--- src/rtl/dm_wbuf.sv ---
// -----------------------------------------------------------------------------
// dm_wbuf -- posted-write buffer between a core data-memory port and a
// single-ported backing memory.
//
// Writes are accepted into a DEPTH-entry FIFO without waiting for memory and
// drained in acceptance order. Reads go to memory one at a time. A single
// controller FSM (IDLE / WR_BUSY / RD_BUSY / RD_RESP) owns the memory port.
//
// Optional feature (macro DM_WBUF_FORWARD_EN):
//   defined   : a read in IDLE that hits a buffered address is answered from
//               the youngest matching entry. A miss goes to memory ahead of
//               the buffered writes.
//   undefined : a read waits until the buffer is empty. No address
//               comparators are built.
//
// Ports
//   clk, rst              clock, asynchronous active-low reset
//   DM_enable/read/write  core request qualifiers (read+write = write)
//   DM_address, DM_in     core word address and write data
//   DM_out, DM_rvalid     read data (held) and one-cycle valid pulse
//   DM_stall              core request not accepted this cycle
//   mem_req, mem_we       backing-memory request, write(1)/read(0)
//   mem_addr, mem_wdata   backing-memory address and write data
//   mem_rdata, mem_ack    backing-memory read data and completion pulse
// -----------------------------------------------------------------------------
module dm_wbuf #(
  parameter int DEPTH = 4,
  parameter int AW    = 12
) (
  input  logic          clk,
  input  logic          rst,
  input  logic          DM_enable,
  input  logic          DM_read,
  input  logic          DM_write,
  input  logic [AW-1:0] DM_address,
  input  logic [31:0]   DM_in,
  output logic [31:0]   DM_out,
  output logic          DM_rvalid,
  output logic          DM_stall,
  output logic          mem_req,
  output logic          mem_we,
  output logic [AW-1:0] mem_addr,
  output logic [31:0]   mem_wdata,
  input  logic [31:0]   mem_rdata,
  input  logic          mem_ack
);

  localparam int PW = $clog2(DEPTH);
  localparam int CW = $clog2(DEPTH + 1);

  typedef enum logic [1:0] {IDLE, WR_BUSY, RD_BUSY, RD_RESP} state_e;

  state_e        state_q, state_d;
  logic [AW-1:0] buf_addr_q [DEPTH];
  logic [31:0]   buf_data_q [DEPTH];
  logic [PW-1:0] head_q, head_d, tail_q, tail_d;
  logic [CW-1:0] count_q, count_d;
  logic [AW-1:0] rd_addr_q, rd_addr_d;
  logic [31:0]   dm_out_q, dm_out_d;

  logic        wr_req, rd_req, buf_full, buf_empty;
  logic        push, pop, rd_stall, rd_accept;
  logic        fwd_hit;
  logic [31:0] fwd_data;

  // Simultaneous read and write is treated as a write.
  assign wr_req    = DM_enable & DM_write;
  assign rd_req    = DM_enable & DM_read & ~DM_write;
  assign buf_full  = (count_q == CW'(DEPTH));
  assign buf_empty = (count_q == '0);

  // An entry retiring this cycle frees a slot for a write arriving while full.
  assign pop  = (state_q == WR_BUSY) & mem_ack;
  assign push = wr_req & (~buf_full | pop);

`ifdef DM_WBUF_FORWARD_EN
  // Scan oldest to youngest so the last hit is the youngest matching entry.
  always_comb begin
    // NOTE: every always_comb output gets a default first so no latch is inferred.
    fwd_hit  = 1'b0;
    fwd_data = '0;
    for (int i = 0; i < DEPTH; i++) begin
      if ((CW'(i) < count_q) && (buf_addr_q[head_q + PW'(i)] == DM_address)) begin
        fwd_hit  = 1'b1;
        fwd_data = buf_data_q[head_q + PW'(i)];
      end
    end
  end
  assign rd_stall = (state_q != IDLE);
`else
  assign fwd_hit  = 1'b0;
  assign fwd_data = '0;
  // Without forwarding a read must not overtake buffered writes.
  assign rd_stall = (state_q != IDLE) | ~buf_empty;
`endif

  assign rd_accept = rd_req & ~rd_stall;
  assign DM_stall  = wr_req ? ~push : (rd_req & rd_stall);

  // Pointers are PW bits wide, so wrap modulo DEPTH is free.
  assign head_d = pop  ? head_q + PW'(1) : head_q;
  assign tail_d = push ? tail_q + PW'(1) : tail_q;

  always_comb begin
    count_d = count_q;
    case ({push, pop})
      2'b10:   count_d = count_q + CW'(1);
      2'b01:   count_d = count_q - CW'(1);
      default: count_d = count_q;
    endcase
  end

  // Controller: an accepted read wins over draining the buffer.
  always_comb begin
    state_d   = state_q;
    rd_addr_d = rd_addr_q;
    dm_out_d  = dm_out_q;
    case (state_q)
      IDLE: begin
        if (rd_accept) begin
          if (fwd_hit) begin
            dm_out_d = fwd_data;
            state_d  = RD_RESP;
          end else begin
            rd_addr_d = DM_address;
            state_d   = RD_BUSY;
          end
        end else if (!buf_empty) begin
          state_d = WR_BUSY;
        end
      end
      WR_BUSY: if (mem_ack) state_d = IDLE;
      RD_BUSY: begin
        if (mem_ack) begin
          dm_out_d = mem_rdata;
          state_d  = RD_RESP;
        end
      end
      RD_RESP: state_d = IDLE;
      default: state_d = IDLE;
    endcase
  end

  always_ff @(posedge clk or negedge rst) begin
    if (!rst) begin
      state_q   <= IDLE;
      head_q    <= '0;
      tail_q    <= '0;
      count_q   <= '0;
      rd_addr_q <= '0;
      dm_out_q  <= '0;
    end else begin
      // NOTE: sequential state uses non-blocking assignments so every register
      // samples pre-edge values regardless of statement order.
      state_q   <= state_d;
      head_q    <= head_d;
      tail_q    <= tail_d;
      count_q   <= count_d;
      rd_addr_q <= rd_addr_d;
      dm_out_q  <= dm_out_d;
    end
  end

  // NOTE: buffer storage has no reset; count_q alone marks entries valid,
  // which keeps the array a plain RAM.
  always_ff @(posedge clk) begin
    if (push) begin
      buf_addr_q[tail_q] <= DM_address;
      buf_data_q[tail_q] <= DM_in;
    end
  end

  // Memory-side outputs are decoded from state so they are stable for the
  // whole transaction and zero when idle.
  assign mem_req   = (state_q == WR_BUSY) | (state_q == RD_BUSY);
  assign mem_we    = (state_q == WR_BUSY);
  assign mem_addr  = (state_q == WR_BUSY) ? buf_addr_q[head_q] :
                     (state_q == RD_BUSY) ? rd_addr_q : '0;
  assign mem_wdata = (state_q == WR_BUSY) ? buf_data_q[head_q] : '0;
  assign DM_rvalid = (state_q == RD_RESP);
  assign DM_out    = dm_out_q;

endmodule

--- config.mk ---
export PLATFORM = sky130hd
export DESIGN_NAME = dm_wbuf
export DESIGN_NICKNAME = d
export VERILOG_FILES = /design/src/rtl/dm_wbuf.sv
export SDC_FILE = /design/constraint.sdc
export NUM_CORES = 1
export LEC_CHECK = 0
export BUFFER_PORTS_ARGS = -buffer_cell sky130_fd_sc_hd__buf_4
export CAP_MARGIN = 0
export CORE_ASPECT_RATIO = 0.9
export CORE_MARGIN = 3
export CORE_UTILIZATION = 25
export CTS_CLUSTER_DIAMETER = 60
export CTS_CLUSTER_SIZE = 28
export DETAILED_ROUTE_END_ITERATION = 10
export GPL_TIMING_DRIVEN = 0
export PLACE_DENSITY = 0.52
export SLEW_MARGIN = 20
export SYNTH_ARGS = -nofsm -noshare
export SYNTH_HDL_FRONTEND = slang
export SYNTH_SLANG_ARGS = --single-unit
--- constraint.sdc ---
create_clock -name clk -period 8 [get_ports clk]
set_input_delay 0.4 -clock clk [delete_from_list [all_inputs] [get_ports clk]]
set_output_delay 0.4 -clock clk [all_outputs]
set_load 0.05 [all_outputs]
Word-level counts from Yosys, hierarchy flattened --
Memories as Yosys holds them, arrays and structs flattened. Index checks and enable logic that the tools add are counted.
Word-level totals: register bits 53, memory bits (writable) 176, input port bits 82, output and inout bits 80, word-level logic and storage cells 55, memories 2
Memory list:
- buf_data_q | depth 4, bits a word 32, read ports 1, clocked after memory_dff 0, write ports 1, RTL line 55 | logic [31:0] buf_data_q [DEPTH];
- buf_addr_q | depth 4, bits a word 12, read ports 1, clocked after memory_dff 0, write ports 1, RTL line 54 | logic [AW-1:0] buf_addr_q [DEPTH];
Operators by class: $add $sub $neg 4, equal/unequal tests 9, mux-type cells 12, bitwise logic cells 15, reduce and logical (&&, ||, !) cells 7
Operator list (count):
- two-way mux 32 bit | 1
- two-way mux 12 bit | 2
- two-way mux 2 bit | 4
- one-hot mux 2 bit (4 select lines) | 1
- bitwise AND 1 bit | 7
- == test 2 bit (second input constant) | 3
- one-hot mux 3 bit (2 select lines) | 1
- NOT 1 bit | 5
- adder 2 x 1 -> 2 bit (second input constant) | 2
- == test 2 x 1 -> 1 bit (second input constant) | 2
- AND reduction 2 bit | 2
- nonzero test 2 bit | 2
- adder 3 x 1 -> 3 bit (second input constant) | 1
- == test 3 bit (second input constant) | 1
- logical NOT 3 bit | 1
- two-way mux 1 bit | 3
- != test 3 bit (second input constant) | 1
- bitwise OR 1 bit | 3
- AND reduction 3 bit | 1
- subtractor 3 x 1 -> 3 bit (second input constant) | 1
- logical NOT 2 bit | 1
- != test 2 x 1 -> 1 bit (second input constant) | 1
- != test 2 bit (second input constant) | 1

Longest topological paths before layout --
depth in word-level cells 7, gate-level depth with buffers 11, depth with buffers taken out 11

Least setup slack after synthesis --
OpenSTA, ideal clock, no wires.
path kind reg-to-reg, start register state_q[1], end memory buf_addr_q[0][0] (enable), setup time 0.406 ns, arrival 2.723 ns, data required time 7.594 ns, path slack 4.872 ns, cell stages (with the launch flop) 6, cell sequence dfrtp_1 inv_1 ha_1 nand2_2 a31oi_1 and2_1
Between the ends: longest elaborated chain between the ends 6
Ends and longest elaborated chain:
- start, declared | RTL line 53 | state_e state_q, state_d;
- start signal, assigned | RTL line 155 | state_q <= state_d;
- == test 2 x 1 -> 1 bit
- named net mem_we | RTL line 41 | output logic mem_we,
- bitwise AND 1 bit | RTL line 73 | assign pop = (state_q == WR_BUSY) & mem_ack;
- bitwise OR 1 bit | RTL line 74 | assign push = wr_req & (~buf_full | pop);
- bitwise AND 1 bit | RTL line 74
- two-way mux 1 bit | RTL line 167 | if (push) begin
- two-way mux 1 bit (not written as such) | RTL line 168 | buf_addr_q[tail_q] <= DM_address;
- end, declared | RTL line 54
The timed path passes the listed nets, and every way through them passes these cells.

Worst setup path in the final report --
start register state_q[1], end output mem_wdata[7]
Between the ends: longest elaborated chain between the ends 2
Ends and longest elaborated chain:
- == test 2 x 1 -> 1 bit | RTL line 179 | assign mem_wdata = (state_q == WR_BUSY) ? buf_data_q[head_q] : '0;
- two-way mux 32 bit | RTL line 179
- end, declared | RTL line 43 | output logic [31:0] mem_wdata,
Every way passes these cells.

==> flow_metrics.env <==
export IMPL_status="finished clean"
export IMPL_grt_max_degree=54
export IMPL_die_area_mm2=0.0384
export IMPL_post_cts_setup_buffers=0
export IMPL_max_freq_ghz=0.314
export IMPL_place_inst=1071
export IMPL_grt_ovfl_total=0
export IMPL_finalNonFillerCells=1113
export IMPL_rows=65
export IMPL_drc=0
export IMPL_p_leak_uw=0.00438
export IMPL_die_width_um=206
export IMPL_regArea_mm2=0.00661
export IMPL_wl_um=19500
export IMPL_final_hold_violation_count=0
export IMPL_required_ps=7600
export IMPL_criticalPathCategory="flip-flop to output port"
export IMPL_fin_worst_skew_ps=10.7
export IMPL_final_common_cell="edfxtp_1"
export IMPL_die_y_um=186
export IMPL_layout_drive_gt1_share_pct=48.9
export IMPL_gp_congestion=0.668
export IMPL_wl_met1_um=8270
export IMPL_placed_cell_area_mm2=0.0109
export IMPL_post_cts_resized=0
export IMPL_hold_start="DM_in[22]"
export IMPL_grt_total_usage_pct=9.93
export IMPL_core_area_mm2=0.0353
export IMPL_drtAntennaViolNets=0
export IMPL_clk_path_buf_depth=3
export IMPL_cts_clk_slew_worst_paths_ps=80
export IMPL_cp_slowest_stage_delay_ps=530
export IMPL_powerDensity_mw_per_mm2=401
export IMPL_path_cells="inv_1 > ha_1 > clkbuf_1 > clkbuf_1 > and2_1 > buf_4"
export IMPL_grt_pass1_vias=4772
export IMPL_io_pins=162
export IMPL_timing_critical_path_mode_cell="clkbuf_1"
export IMPL_antenna_found_initial=0
export IMPL_multi_input_area_mm2=0.00225
export IMPL_end_kind="output port"
export IMPL_clock_latency_ps=520
export IMPL_synth_warnings=0
export IMPL_wl_met3_um=1040
export IMPL_fin_nets=721
export IMPL_slowest_stage="clkbuf_1"
export IMPL_nFillCells=3426
export IMPL_ys_types=38
export IMPL_period_needed_ps=3190
export IMPL_maxCapViolCount=0
export IMPL_synth_top_flop_cell="edfxtp_1"
export IMPL_crit_start="state_q[1]"
export IMPL_async_flop_share_pct=23.1
export IMPL_cts_buffers=23
export IMPL_finalPower_uw=4680
export IMPL_initial_core_util_pct=25.5
export IMPL_holdPathEnd="buf_data_q[3][22]"
export IMPL_seq_area_frac_synth_pct=73.3
export IMPL_vias=4599
export IMPL_place_port_buffers=160
export IMPL_wl_met2_um=9780
export IMPL_antennaDiodeCount=0
export IMPL_worst_pin_slew_ps=746
export IMPL_cp_start_kind="flip-flop"
export IMPL_grt_first_pass_wirelength_um=28900
export IMPL_slew_viol_final=0
export IMPL_avgViaCountPerCell=4.13
export IMPL_vdd_drop_max_uv=186
export IMPL_ys_seq_elements=229
export IMPL_hold_class="primary input to flip-flop"
export IMPL_final_cell_mix="176 x edfxtp_1, 164 x buf_4, 53 x dfrtp_1, 44 x mux4_2, 35 x mux2_2"
export IMPL_syn_area_mm2=0.00901
export IMPL_critPathTopFamily="buffers and inverters"
export IMPL_cts_num_sinks=229
export IMPL_timing_hold_ws_ps=80.5
export IMPL_wl_per_cell_um=17.5
export IMPL_r2r_worst_path_cells=6
export IMPL_r2r_slack_ps=5420
export IMPL_finalCritPeriodShare_pct=39.8
export IMPL_critPathMaxFanout=10
export IMPL_top_layer_used="met4"
export IMPL_cts_max_level=1
export IMPL_cts_tree="yes"
export IMPL_hpwl_um=12600
export IMPL_drt_iter0_markers=188
export IMPL_root_buffer="clkbuf_16"
export IMPL_synthCells=438
export IMPL_area_growth_syn_to_layout_pct=29.6
export IMPL_holdPathStages=1
export IMPL_r2r_end="buf_data_q[3][5]"
export IMPL_syn_area_per_cell_um2=20.6
export IMPL_arrival_ps=2790
export IMPL_rsz0062_at_grt="no"
export IMPL_synth_edff_count=176
export IMPL_dr_pass1_iters=4
export IMPL_path_buf_inv=4
export IMPL_final_area_mm2=0.0117
export IMPL_relSlewSlack_pct=50.3
export IMPL_finalSetupViolCount=0
export IMPL_rr_startpoint="state_q[1]"
export IMPL_finalSetupTns_ps=0
export IMPL_syn_nets=531
export IMPL_cts_hold_buf=1
-- metal layers --
layer | up-vias | track usage [%]
met4 | 0 | 2.44
met5 | - | 0
met3 | 30 | 2.44
met1 | 2369 | 13.2
li1 | 2102 | -
met2 | 98 | 16.5
-- worst max path at each step --
stage                                   to  slack [ps]  cells past startpoint
final                         mem_wdata[7]        4810                      6
after CTS                      mem_addr[2]        4700                      6
after floorplan           buf_addr_q[0][0]        4870                      5
after detailed placement       mem_addr[2]        5280                      6
after global routing         mem_wdata[14]        4540                      6
after global placement    buf_data_q[0][9]        3910                      5
-- kinds of logic after synthesis --
logic type | Yosys count | share of synthesized area [%]
DFF | 229 | 73.3
muxes | 90 | 17.1
buffers and inverters | 30 | 1.79
AOI/OAI and AO/OA | 20 | 1.79
xor gates and xnor gates | 6 | 0.583
and+or+nand+nor | 52 | 3.75
adders and majority gates | 11 | 1.61
-- cell type report --
class                           count  area share (%)
Inverter                            9           0.289
Clock inverter                     17            1.60
Multi-Input combinational cell    179            19.3
Timing Repair Buffer              165            11.2
Buffer                             21            1.09
Sequential cell                   229            56.6
Tap cell                          469            5.02
Clock buffer                       24            4.96
-- synth_stat cells, types with 3 or more instances --
| library cell | count | area (µm²) |
|---|---|---|
| inv_1 | 9 | 33.8 |
| nand2_1 | 3 | 11.3 |
| clkbuf_1 | 6 | 22.5 |
| ha_1 | 10 | 125 |
| xnor2_1 | 4 | 35.0 |
| buf_4 | 4 | 30.0 |
| and2_1 | 36 | 225 |
| mux2_4 | 10 | 150 |
| mux2_2 | 35 | 394 |
| a22o_1 | 12 | 105 |
| edfxtp_1 | 176 | 5290 |
| dfrtp_1 | 53 | 1330 |
| mux4_2 | 44 | 991 |
| buf_2 | 7 | 35.0 |
| nor2_1 | 3 | 11.3 |
-- per-stage QoR --
| stage | util (%) | setup WS (ps) |
|---|---|---|
| after detailed placement | 30.9 | 5280 |
| after global placement | 30.6 | 3910 |
| after floorplan | - | 4870 |
| after CTS | 33.1 | 4700 |
| final | 33.1 | 4810 |
| after global routing | 33.1 | 4540 |
-- sequential cells by signal, indices dropped and copies added, names as in the netlist --
signal / count
count_q: 3
head_q: 2
DM_out: 32
rd_addr_q: 12
state_q: 2
tail_q: 2
buf_data_q: 128
buf_addr_q: 48
-- worst reg2reg max path, stage by stage (launching register included) --
cell     delay, ps
dfrtp_1        420
inv_1          120
ha_1           280
nand2_2        120
a31oi_1        580
and2_4         450
buf_12         270
-- report_power, final --
group          switching, µW  internal (µW)  leakage (µW)
sequential              91.3           1510       0.00225
clock                    495            585      0.000371
combinational           1250            747       0.00176
total                   1830           2850       0.00438
No activity file was read; power rests on OpenSTA's default activity.
